## config.mk

```make
export PLATFORM = sky130hd
export DESIGN_NAME = load_store_unit
export DESIGN_NICKNAME = d
export VERILOG_FILES = /design/src/rtl/lsu_pkg.sv /design/src/rtl/lsu_decode.sv /design/src/rtl/load_store_unit.sv
export SDC_FILE = /design/constraint.sdc
export NUM_CORES = 1
export LEC_CHECK = 0
export BUFFER_PORTS_ARGS = -buffer_cell sky130_fd_sc_hd__buf_2
export CAP_MARGIN = 25
export CORE_UTILIZATION = 50
export DETAILED_ROUTE_END_ITERATION = 10
export GPL_ROUTABILITY_DRIVEN = 0
export HOLD_SLACK_MARGIN = 0.12
export PLACE_DENSITY = 0.8
export SLEW_MARGIN = 10
export SYNTH_ARGS = -nofsm -noshare
export SYNTH_HDL_FRONTEND = slang
export SYNTH_HIERARCHICAL = 1
export SYNTH_SLANG_ARGS = --single-unit
```

## constraint.sdc

```tcl
create_clock -name CLK -period 4.05 [get_ports CLK]
set_input_delay 0.81 -clock CLK [delete_from_list [all_inputs] [get_ports CLK]]
set_output_delay 0.81 -clock CLK [all_outputs]
set_load 0.1 [all_outputs]
```

## src/rtl/lsu_pkg.sv

```systemverilog
// Shared types and encodings for the load/store unit: FSM states, funct3 values,
// memory READ_WRITE_EN codes and response fault codes.
package lsu_pkg;

  typedef logic [1:0] lsu_state_t;

  localparam lsu_state_t ST_IDLE   = 2'b00;
  localparam lsu_state_t ST_ACCESS = 2'b01;
  localparam lsu_state_t ST_RESP   = 2'b10;

  localparam logic [2:0] F3_B  = 3'b000;
  localparam logic [2:0] F3_H  = 3'b001;
  localparam logic [2:0] F3_W  = 3'b010;
  localparam logic [2:0] F3_BU = 3'b100;
  localparam logic [2:0] F3_HU = 3'b101;

  localparam logic [3:0] RWEN_NONE = 4'b0000;
  localparam logic [3:0] RWEN_LB   = 4'b1000;
  localparam logic [3:0] RWEN_LH   = 4'b1001;
  localparam logic [3:0] RWEN_LW   = 4'b1010;
  localparam logic [3:0] RWEN_LBU  = 4'b1100;
  localparam logic [3:0] RWEN_LHU  = 4'b1101;
  localparam logic [3:0] RWEN_SB   = 4'b1011;
  localparam logic [3:0] RWEN_SH   = 4'b1110;
  localparam logic [3:0] RWEN_SW   = 4'b1111;

  localparam logic [1:0] FAULT_NONE     = 2'b00;
  localparam logic [1:0] FAULT_MISALIGN = 2'b01;
  localparam logic [1:0] FAULT_RANGE    = 2'b10;
  localparam logic [1:0] FAULT_ILLEGAL  = 2'b11;

endpackage

```

## src/rtl/lsu_decode.sv

```systemverilog
// Combinational request decode: memory RWEN code, access size in bytes, and
// fault code with priority illegal > misaligned > out-of-range.
module lsu_decode
  import lsu_pkg::*;
#(
  parameter int unsigned MEM_BYTES = 524288
) (
  input  logic        write,
  input  logic [2:0]  funct3,
  input  logic [31:0] addr,
  output logic [3:0]  rwen,
  output logic [2:0]  size,
  output logic [1:0]  fault
);

  localparam logic [32:0] LAST_VALID = 33'(MEM_BYTES) - 33'd1;

  logic        illegal;
  logic        misaligned;
  logic        out_of_range;
  logic [32:0] last_byte;

  always_comb begin
    rwen    = RWEN_NONE;
    size    = 3'd1;
    illegal = 1'b0;
    case (funct3)
      F3_B: begin
        size = 3'd1;
        rwen = write ? RWEN_SB : RWEN_LB;
      end
      F3_H: begin
        size = 3'd2;
        rwen = write ? RWEN_SH : RWEN_LH;
      end
      F3_W: begin
        size = 3'd4;
        rwen = write ? RWEN_SW : RWEN_LW;
      end
      F3_BU: begin
        size    = 3'd1;
        illegal = write;
        rwen    = write ? RWEN_NONE : RWEN_LBU;
      end
      F3_HU: begin
        size    = 3'd2;
        illegal = write;
        rwen    = write ? RWEN_NONE : RWEN_LHU;
      end
      default: illegal = 1'b1;
    endcase
  end

  // 33-bit sum so an access near 4 GiB cannot wrap back into range
  assign last_byte    = {1'b0, addr} + {30'd0, size} - 33'd1;
  assign out_of_range = last_byte > LAST_VALID;
  assign misaligned   = ((size == 3'd2) && addr[0]) ||
                        ((size == 3'd4) && (addr[1:0] != 2'b00));

  always_comb begin
    if (illegal)           fault = FAULT_ILLEGAL;
    else if (misaligned)   fault = FAULT_MISALIGN;
    else if (out_of_range) fault = FAULT_RANGE;
    else                   fault = FAULT_NONE;
  end

endmodule

```

## src/rtl/load_store_unit.sv

```systemverilog
// Single-outstanding load/store unit between the pipeline and the data memory.
//   state  | meaning
//   IDLE   | ready for a request
//   ACCESS | one-cycle memory access, RWEN driven
//   RESP   | response held until RSP_READY
module load_store_unit
  import lsu_pkg::*;
#(
  parameter int unsigned MEM_BYTES = 524288
) (
  input  logic        CLK,
  input  logic        RESET,
  input  logic        REQ_VALID,
  output logic        REQ_READY,
  input  logic        REQ_WRITE,
  input  logic [2:0]  REQ_FUNCT3,
  input  logic [31:0] REQ_ADDR,
  input  logic [31:0] REQ_WDATA,
  output logic        RSP_VALID,
  input  logic        RSP_READY,
  output logic [31:0] RSP_RDATA,
  output logic [1:0]  RSP_FAULT,
  output logic [3:0]  MEM_RWEN,
  output logic [31:0] MEM_ADDR,
  output logic [31:0] MEM_WDATA,
  input  logic [31:0] MEM_RDATA
);

  lsu_state_t state;
  logic       write_q;
  logic [3:0] rwen_q;
  logic [3:0] dec_rwen;
  logic [2:0] dec_size;
  logic [1:0] dec_fault;

  lsu_decode #(.MEM_BYTES(MEM_BYTES)) u_decode (
    .write  (REQ_WRITE),
    .funct3 (REQ_FUNCT3),
    .addr   (REQ_ADDR),
    .rwen   (dec_rwen),
    .size   (dec_size),
    .fault  (dec_fault)
  );

  assign REQ_READY = (state == ST_IDLE);
  assign RSP_VALID = (state == ST_RESP);
  // Decoded from state so a reset mid-access removes the write strobe at once
  assign MEM_RWEN  = (state == ST_ACCESS) ? rwen_q : RWEN_NONE;

  always_ff @(posedge CLK or posedge RESET) begin
    if (RESET) begin
      state     <= ST_IDLE;
      write_q   <= 1'b0;
      rwen_q    <= RWEN_NONE;
      MEM_ADDR  <= 32'd0;
      MEM_WDATA <= 32'd0;
      RSP_RDATA <= 32'd0;
      RSP_FAULT <= FAULT_NONE;
    end else begin
      case (state)
        ST_IDLE: begin
          if (REQ_VALID) begin
            write_q   <= REQ_WRITE;
            rwen_q    <= dec_rwen;
            MEM_ADDR  <= REQ_ADDR;
            MEM_WDATA <= REQ_WDATA;
            RSP_RDATA <= 32'd0;
            RSP_FAULT <= dec_fault;
            state     <= (dec_fault == FAULT_NONE) ? ST_ACCESS : ST_RESP;
          end
        end
        ST_ACCESS: begin
          RSP_RDATA <= write_q ? 32'd0 : MEM_RDATA;
          state     <= ST_RESP;
        end
        ST_RESP: begin
          if (RSP_READY) state <= ST_IDLE;
        end
        default: state <= ST_IDLE;
      endcase
    end
  end

  logic unused_size;
  assign unused_size = ^dec_size;

endmodule
```

# Word-level counts from Yosys, hierarchy flattened
# Index checks and enable logic that the tools add are counted.
[op_classes] add_sub_neg=2 order_cmp=1 eq_ne=10 muxes=19 reduce_logical=14
[ops] cell="32-bit two-way mux" count=2
[ops] cell="32-bit case mux with 2 select lines" count=1
[ops] cell="32-bit by 3-bit adder with 33-bit output" count=1
[ops] cell="33-bit by 19-bit greater-than comparator with 1-bit output, second input constant" count=1
[ops] cell="33-bit by 1-bit subtractor with 33-bit output, second input constant" count=1
[ops] cell="4-bit case mux with 5 select lines" count=1
[ops] cell="2-bit two-way mux" count=7
[ops] cell="4-bit two-way mux" count=3
[ops] cell="3-bit == test, second input constant" count=3
[ops] cell="3-bit by 2-bit == test with 1-bit output, second input constant" count=2
[ops] cell="3-bit two-way mux" count=2
[ops] cell="2-bit case mux with 3 select lines" count=1
[ops] cell="3-bit case mux with 2 select lines" count=1
[ops] cell="2-bit AND reduction" count=3
[ops] cell="2-bit logical NOT" count=2
[ops] cell="2-bit nonzero test" count=2
[ops] cell="2-bit OR reduction" count=2
[ops] cell="3-bit by 1-bit == test with 1-bit output, second input constant" count=1
[ops] cell="3-bit logical NOT" count=1
[ops] cell="3-bit OR reduction" count=1
[ops] cell="2-bit by 1-bit == test with 1-bit output, second input constant" count=1
[ops] cell="2-bit == test, second input constant" count=1
[ops] cell="1-bit logical AND" count=2
[ops] cell="2-bit by 1-bit inequality test with 1-bit output, second input constant" count=1
[ops] cell="other kinds (3)" count=3
[totals] regBits=105 word_cells=53

# Depth between registers and ports, before layout
# Gate-level depths: netlist (run 1).
[depth] ltp_word=13 depth_mapped=19

# Cells and area by module
# Netlist (run 1), hierarchy kept.
[modules_own_cells] mod="load_store_unit" instances=1 cells_each=237 area_per_inst_um2=4192.8 seq_area_each_um2=2627.5
[modules_own_cells] mod="lsu_decode" instances=1 cells_each=283 area_per_inst_um2=1838.0 seq_area_each_um2=0.0

# Least setup slack after synthesis (run 1)
# OpenSTA, ideal clock, no wires.
[synth_timing] kind="input to register" start="input port REQ_FUNCT3[1]" end="register state[1]" setup_ns=0.201 arrival_time_ns=3.667 path_slack_ns=0.182 path_stages=17 cell_sequence="nand2b_1 > ha_1 > inv_1 > ha_1 > inv_1 > fa_1 > nand2b_1 > a21oi_1 > o41ai_2 > o21ai_1 > a31oi_1 > o41ai_2 > xor2_1 > a2111oi_2 > a31oi_1 > o21ai_0 > a21oi_1"
[synth_between] elab_chain_len=13 word_cells_on_any_way=25 cone_classes="add/sub: 2; order compare: 1; eq/ne: 6; mux: 8; reduce/logical: 8"
[synth_rtl] item="start, declared" line_no="load_store_unit.sv:16" text="input logic [2:0] REQ_FUNCT3,"
[synth_rtl] item="3-bit by 1-bit == test with 1-bit output / 3-bit == test (equally long branches)" line_no="lsu_decode.sv:27" text="case (funct3)"
[synth_rtl] item="2-bit OR reduction (no line)"
[synth_rtl] item="3-bit case mux with 2 select lines" line_no="lsu_decode.sv:27"
[synth_rtl] item="32-bit by 3-bit adder with 33-bit output" line_no="lsu_decode.sv:55" text="assign last_byte = {1'b0, addr} + {30'd0, size} - 33'd1;"
[synth_rtl] item="33-bit by 1-bit subtractor with 33-bit output" line_no="lsu_decode.sv:55"
[synth_rtl] item="33-bit by 19-bit greater-than comparator with 1-bit output" line_no="lsu_decode.sv:56" text="assign out_of_range = last_byte > LAST_VALID;"
[synth_rtl] item="2-bit two-way mux" line_no="lsu_decode.sv:63" text="else if (out_of_range) fault = FAULT_RANGE;"
[synth_rtl] item="2-bit two-way mux" line_no="lsu_decode.sv:62" text="else if (misaligned) fault = FAULT_MISALIGN;"
[synth_rtl] item="2-bit two-way mux *" line_no="lsu_decode.sv:61" text="if (illegal) fault = FAULT_ILLEGAL;"
[synth_rtl] item="via dec_fault[1]" line_no="load_store_unit.sv:34" text="logic [1:0] dec_fault;"
[synth_rtl] item="2-bit logical NOT *" line_no="load_store_unit.sv:69" text="state <= (dec_fault == FAULT_NONE) ? ST_ACCESS : ST_RESP;"
[synth_rtl] item="2-bit two-way mux *" line_no="load_store_unit.sv:69"
[synth_rtl] item="2-bit two-way mux *" line_no="load_store_unit.sv:62" text="if (REQ_VALID) begin"
[synth_rtl] item="2-bit case mux with 3 select lines *" line_no="load_store_unit.sv:60" text="case (state)"
[synth_rtl] item="end signal, assigned" line_no="load_store_unit.sv:69"
[synth_rtl] item="end, declared" line_no="load_store_unit.sv:29" text="lsu_state_t state;"
# Mark *: on every way through the listed nets, which the timed path passes. The rest lies on a longest branch. The select of a mux whose other input is x is not followed.
# A chain may end at the register's enable or synchronous reset.

# Final worst setup path (run 1)
[layout_timing] start="input port REQ_FUNCT3[1]" end="register RSP_FAULT[1]"
[layout_between] elab_chain_len=9 word_cells_on_any_way=21 cone_classes="add/sub: 2; order compare: 1; eq/ne: 6; mux: 5; reduce/logical: 7"
[layout_rtl] item="3-bit by 1-bit == test with 1-bit output / 3-bit == test (equally long branches)" line_no="lsu_decode.sv:27"
[layout_rtl] item="2-bit OR reduction (no line)"
[layout_rtl] item="3-bit case mux with 2 select lines" line_no="lsu_decode.sv:27"
[layout_rtl] item="32-bit by 3-bit adder with 33-bit output" line_no="lsu_decode.sv:55"
[layout_rtl] item="33-bit by 1-bit subtractor with 33-bit output" line_no="lsu_decode.sv:55"
[layout_rtl] item="33-bit by 19-bit greater-than comparator with 1-bit output" line_no="lsu_decode.sv:56"
[layout_rtl] item="2-bit two-way mux" line_no="lsu_decode.sv:63"
[layout_rtl] item="2-bit two-way mux" line_no="lsu_decode.sv:62"
[layout_rtl] item="2-bit two-way mux *" line_no="lsu_decode.sv:61"
[layout_rtl] item="via dec_fault[1]" line_no="load_store_unit.sv:34"
[layout_rtl] item="end signal, assigned" line_no="load_store_unit.sv:68" text="RSP_FAULT <= dec_fault;"
[layout_rtl] item="end, declared" line_no="load_store_unit.sv:22" text="output logic [1:0] RSP_FAULT,"
# Mark *: on every way through the listed nets, which the timed path passes. The rest lies on a longest branch.

==> results.py, run 1 <==
metrics = {
    "sta": {
        "timing.final.ws_setup_ns": 0.198,
        "tightest_slew_ns": 0.741,
        "clock_skew_ns": 0.00617,
        "setup_viol": 0,
        "relSlewSlack_pct": 50.5,
        "fin_crit_ns": 3.85,
        "hold_viol": 0,
        "finalCritPeriodShare_pct": 95.1,
        "clock.fmax_mhz": 260,
        "whs_ns": 0.502,
        "finalMaxSlewViolations": 0,
    },
    "global_route": {
        "grt.overflow.total": 0,
        "grt_pass1_wl_microns": 24400,
        "grt_max_degree": 73,
        "antenna_found_initial": 0,
        "use_met3_pct": 5.50,
        "grt_util_met1_pct": 30.6,
        "use_met2_pct": 42.2,
        "grt.busiest_layer": "met2",
        "grt_use_total_pct": 24.4,
        "grt_pass1_vias": 4822,
    },
    "outcome": {
        "status": "finished with violations",
        "violations": "DRC",
    },
    "die": {
        "fp.dieW_microns": 112,
        "design.core.area_sq_um": 11600,
        "die_h_microns": 112,
        "rows": 39,
        "initial_core_util_pct": 52.1,
        "io_pins": 208,
        "die-area_sq_um": 12500,
    },
    "pwr": {
        "p_int_mw": 2.35,
        "pwr-share-clk_pct": 17.4,
        "p_per_area_nw_per_um2": 650,
        "switching_share_pct": 52.2,
        "ir_worst_vdd_mv": 0.510,
        "switchingPower_mw": 2.57,
        "pwr-share-seq_pct": 28.5,
        "p_leak_nw": 4.00,
        "p_comb_share_pct": 54.1,
    },
    "cts": {
        "cts_setup_buffers": 0,
        "cts_hold_buf": 0,
        "clk_pin_slew_ns": 0.07,
        "cts-root-buf": "clkbuf_16",
        "cts_max_level": 3,
        "insertion_delay_ns": 0.35,
        "cts_tree": "yes",
        "clock-sinks": 105,
        "cts-buffers-inserted": 9,
        "clockBufferDepth": 2,
        "ctsResizeCount": 0,
    },
    "yosys": {
        "synth_cells": 519,
        "synth_area_per_cell_sq_um": 11.6,
        "synth_nets": 658,
        "yosys_warnings": 6,
        "syn_area_sq_um": 6030,
    },
    "setup_path": {
        "slowest_stage": "a2111oi_2",
        "cp_slowest_stage_delay_ns": 0.37,
        "r2r_cells": 3,
        "crit_chain": "buf_2 -> nand2b_1 -> ha_1 -> inv_1 -> ha_1 -> inv_1 -> fa_1 -> nand2b_1 -> a21oi_1 -> o41ai_2 -> o21ai_2 -> a31oi_2 -> o41ai_2 -> xor2_1 -> a2111oi_2 -> a31oi_1 -> mux2_4",
        "endpoint_kind": "register",
        "path_max_fanout": 4,
        "critPathArrivalTime_ns": 4.09,
        "cp-start-kind": "primary input",
        "required_ns": 4.29,
        "critPathKind": "in2reg",
    },
    "detailed_routing": {
        "vias": 4868,
        "vias_per_cell": 5.55,
        "wl_per_cell_microns": 17.0,
        "drtAntennaViolNets": 0,
        "post-route-drc-count": 20,
        "wl_microns": 14900,
        "drt-initial-drc-count": 358,
        "drtPass1Iterations": 8,
    },
    "hold_path": {
        "hold_depth": 1,
        "min_path_type": "reg2reg",
    },
    "layout": {
        "diodes": 0,
        "final_cell_mix": "buf_2, dfrtp_1, mux2_4",
        "area_delta_synth_final_pct": 25.7,
        "final_nets": 868,
        "drive_above_1_share_pct": 44.0,
        "final_common_cell": "buf_2",
    },
    "placement": {
        "dp_slack_ns": -0.296,
        "io_buffers": 207,
        "dp_hpwl_microns": 11000,
    },
    "flow_run": {
        "cap_violations": 0,
    },
}
-- registers in the layout (all words and copies together), names as in the netlist --
register,count
rwen_q,4
write_q,1
MEM_ADDR,32
MEM_WDATA,32
RSP_RDATA,32
RSP_FAULT,2
state,2
-- layer usage --
layer | share of wire (%) | vias to the layer above
met5 | 0 | -
met4 | 1.8 | 0
met3 | 6.3 | 26
met2 | 50 | 207
met1 | 42 | 2351
li1 | - | 2284
-- area by class of cell --
| cell class | count | area [sq um] |
|---|---|---|
| Fill cell | 893 | 3990 |
| Timing Repair Buffer | 219 | 1170 |
| Clock buffer | 11 | 253 |
| Clock inverter | 5 | 46.3 |
| Inverter | 50 | 190 |
| Sequential cell | 105 | 2630 |
| Tap cell | 143 | 179 |
| Multi-Input combinational cell | 344 | 3110 |
-- worst max-delay path: cells and delay by family --
kind	cells	cell delay, ns
compound gates	7	1.44
simple gates	2	0.35
xor+xnor	1	0.15
mux	1	0.28
fa+ha+maj	3	0.83
buf+inv	3	0.23
-- power groups by stage --
| stage | Clock, mW | Combinational [mW] | Sequential (mW) |
|---|---|---|---|
| 6_report | 0.857 | 2.66 | 1.40 |
| 5_1_grt | 0.913 | 2.75 | 1.43 |
| 4_1_cts | 0.879 | 2.67 | 1.40 |
| 3_5_place_dp | 0 | 2.65 | 1.42 |
| 3_3_place_gp | 0 | 2.63 | 1.40 |
| 2_1_floorplan | 0 | 0.682 | 2.96 |
-- path summary, 6_finish.rpt --
check / startpoint / slack (ns) / to
min in group asynchronous: RESET / 0.53 / rwen_q[3]$_DFFE_PP0P_
min reg2reg: RSP_RDATA[1]$_DFFE_PP0P_ / 0.50 / RSP_RDATA[1]$_DFFE_PP0P_
max in group asynchronous: RESET / 2.73 / write_q$_DFFE_PP0P_
max: REQ_FUNCT3[1] / 0.20 / RSP_FAULT[1]$_DFFE_PP0P_
max reg2reg: state[0]$_DFFE_PP0P_ / 2.29 / MEM_WDATA[22]$_DFFE_PP0P_
min: RSP_RDATA[1]$_DFFE_PP0P_ / 0.50 / RSP_RDATA[1]$_DFFE_PP0P_
-- through the flow --
step	total power, mW	instances	cell area, sq um	utilization, %	setup TNS [ns]
after floorplan	3.64	519	6030	-	0
final	4.92	877	7580	65.5	0
after CTS	4.95	877	7550	65.3	0
after global routing	5.10	877	7580	65.5	-0.0135
after global placement	4.03	858	7190	62.2	-0.0840
after detailed placement	4.07	861	7250	62.7	-0.756
Power figures use the tool's default switching activity.
==> run 2: changes to the inputs <==
--- a/config.mk
+++ b/config.mk
@@ -7,11 +7,12 @@
 export LEC_CHECK = 0
 export BUFFER_PORTS_ARGS = -buffer_cell sky130_fd_sc_hd__buf_2
 export CAP_MARGIN = 25
+export CORE_ASPECT_RATIO = 0.9
 export CORE_UTILIZATION = 50
 export DETAILED_ROUTE_END_ITERATION = 10
 export GPL_ROUTABILITY_DRIVEN = 0
 export HOLD_SLACK_MARGIN = 0.12
-export PLACE_DENSITY = 0.8
+export PLACE_DENSITY = 0.89
 export SLEW_MARGIN = 10
 export SYNTH_ARGS = -nofsm -noshare
 export SYNTH_HDL_FRONTEND = slang
==> run 2 against run 1 <==
The run now ends clean; critical path depth increased by 3; clock power down 1%; count of clock-buffer cells in the layout did not move; via count up 2.1%; critical path type unchanged.
==> results.py, run 2 (same netlist as run 1, synthesis figures left out) <==
metrics = {
    "layout": {
        "final_cell_mix": "buf_2, dfrtp_1, mux2_4",
        "drive_above_1_share_pct": 44.2,
        "final_nets": 871,
        "diodes": 0,
        "top_regs": "MEM_ADDR (32), MEM_WDATA (32), RSP_RDATA (32)",
        "layoutNonFillerInstCount": 893,
        "area_delta_synth_final_pct": 25.9,
        "postLayoutCellArea_sq_um": 7590,
        "final_common_cell": "buf_2",
    },
    "detailed_routing": {
        "wl_per_cell_microns": 16.9,
        "vias_per_cell": 5.57,
        "drtPass1Iterations": 5,
        "drt-initial-drc-count": 418,
        "vias": 4971,
        "post-route-drc-count": 0,
        "drtAntennaViolNets": 0,
        "wl_microns": 15100,
    },
    "cts": {
        "cts-root-buf": "clkbuf_16",
        "cts_hold_buf": 0,
        "cts-buffers-inserted": 9,
        "cts_tree": "yes",
        "cts_max_level": 3,
        "clock-sinks": 105,
        "clockBufferDepth": 2,
        "clk_pin_slew_ns": 0.07,
        "insertion_delay_ns": 0.36,
        "cts_setup_buffers": 0,
    },
    "global_route": {
        "grt_pass1_wl_microns": 24400,
        "antenna_found_initial": 0,
        "grt_use_total_pct": 24.5,
        "grt_pass1_vias": 4943,
        "grt.overflow.total": 0,
        "grt_max_degree": 76,
    },
    "setup_path": {
        "cp-start-kind": "primary input",
        "startpoint": "REQ_FUNCT3[0]",
        "critPathKind": "in2reg",
        "endpoint_kind": "register",
        "reg2reg_from": "state[0]$_DFFE_PP0P_",
        "critPathArrivalTime_ns": 4.05,
        "path_max_fanout": 3,
        "required_ns": 4.29,
    },
    "die": {
        "fp.dieW_microns": 118,
        "die_h_microns": 106,
        "die-area_sq_um": 12500,
        "design.core.area_sq_um": 11600,
        "initial_core_util_pct": 52.1,
        "rows": 37,
        "io_pins": 208,
    },
    "sta": {
        "whs_ns": 0.394,
        "clock.fmax_mhz": 263,
        "setup_viol": 0,
        "tightest_slew_ns": 0.822,
        "fin_crit_ns": 3.80,
        "relSlewSlack_pct": 45.2,
        "finalMaxSlewViolations": 0,
        "hold_viol": 0,
        "clock_skew_ns": 0.00519,
        "finalCritPeriodShare_pct": 93.9,
    },
    "placement": {
        "io_buffers": 207,
        "postPlaceCellArea_sq_um": 7250,
        "dp_hpwl_microns": 11200,
        "dp.cells": 876,
    },
    "pwr": {
        "p_comb_share_pct": 54.2,
        "p_leak_nw": 4.01,
        "switchingPower_mw": 2.58,
        "p_per_area_nw_per_um2": 648,
        "p_int_mw": 2.34,
        "pwr-share-clk_pct": 17.2,
        "pwr-share-seq_pct": 28.6,
        "switching_share_pct": 52.5,
        "ir_worst_vdd_mv": 0.497,
    },
    "flow_run": {
        "cap_violations": 0,
    },
    "hold_path": {
        "min_path_type": "in2async",
    },
    "outcome": {
        "status": "completed",
    },
}
[run 2: final cells by class]
| type | instances | area, sq um |
|---|---|---|
| fillers | 869 | 3990 |
| flip-flops and latches | 105 | 2630 |
| inverters | 50 | 190 |
| clock buffers | 11 | 243 |
| well taps | 156 | 195 |
| clock inverters | 5 | 45.0 |
| multi-input cells | 344 | 3100 |
| repair buffers | 222 | 1180 |
[run 2: metrics by stage]
step                setup TNS, ns  utilization, %  total power [mW]  setup slack [ns]
floorplan                       0               -              3.64             0.182
finish                          0            65.5              4.92             0.246
detailed placement         -0.676            62.6              4.07            -0.267
CTS                             0            65.1              4.93            0.0955
global route              -0.0227            65.5              5.09           -0.0120
global placement           -0.111            62.4              4.02           -0.0662
[run 2: repair_timing]
item                                    in CTS  in global routing
endpoints found under the hold margin        0                  0
resized for setup                            0                  6
endpoints found under the setup margin       0                  3
[run 2: power by group through the flow]
stage                     registers, mW  logic, mW  clock network (mW)
after global routing               1.43       2.75               0.903
after floorplan                    2.96      0.682                   0
after detailed placement           1.42       2.65                   0
after global placement             1.40       2.62                   0
after CTS                          1.41       2.66               0.867
final                              1.41       2.66               0.847
[run 2: routing by layer]
layer	vias to the layer above	GRT usage [%]	routed length, microns
li1	2291	-	-
met1	2416	30.4	6200
met2	232	42.4	7690
met3	32	5.69	871
met4	0	7.78	357
met5	-	0	0
[run 2: final timing paths]
| path | to | slack (ns) | cells past startpoint |
|---|---|---|---|
| max reg2reg | MEM_WDATA[22]$_DFFE_PP0P_ | 2.12 | 3 |
| min | MEM_WDATA[12]$_DFFE_PP0P_ | 0.39 | 2 |
| min in group CLK | RSP_RDATA[2]$_DFFE_PP0P_ | 0.50 | 1 |
| min reg2reg | RSP_RDATA[2]$_DFFE_PP0P_ | 0.50 | 1 |
| max | RSP_FAULT[1]$_DFFE_PP0P_ | 0.25 | 20 |
| max in group asynchronous | RSP_RDATA[1]$_DFFE_PP0P_ | 2.83 | 4 |
[run 2: critical path, stage by stage]
cell       delay (ns)
buf_2            0.14
nor2_4           0.11
nand2_2          0.09
nand2_1          0.10
ha_1             0.14
inv_1            0.04
ha_1             0.18
inv_1            0.07
fa_1             0.15
nand2b_1         0.10
a21oi_1          0.08
o41ai_2          0.39
o21ai_1          0.14
buf_4            0.16
xor2_1           0.16
nor4_1           0.28
nand4_1          0.15
a2111oi_2        0.26
a31oi_1          0.19
mux2_4           0.29
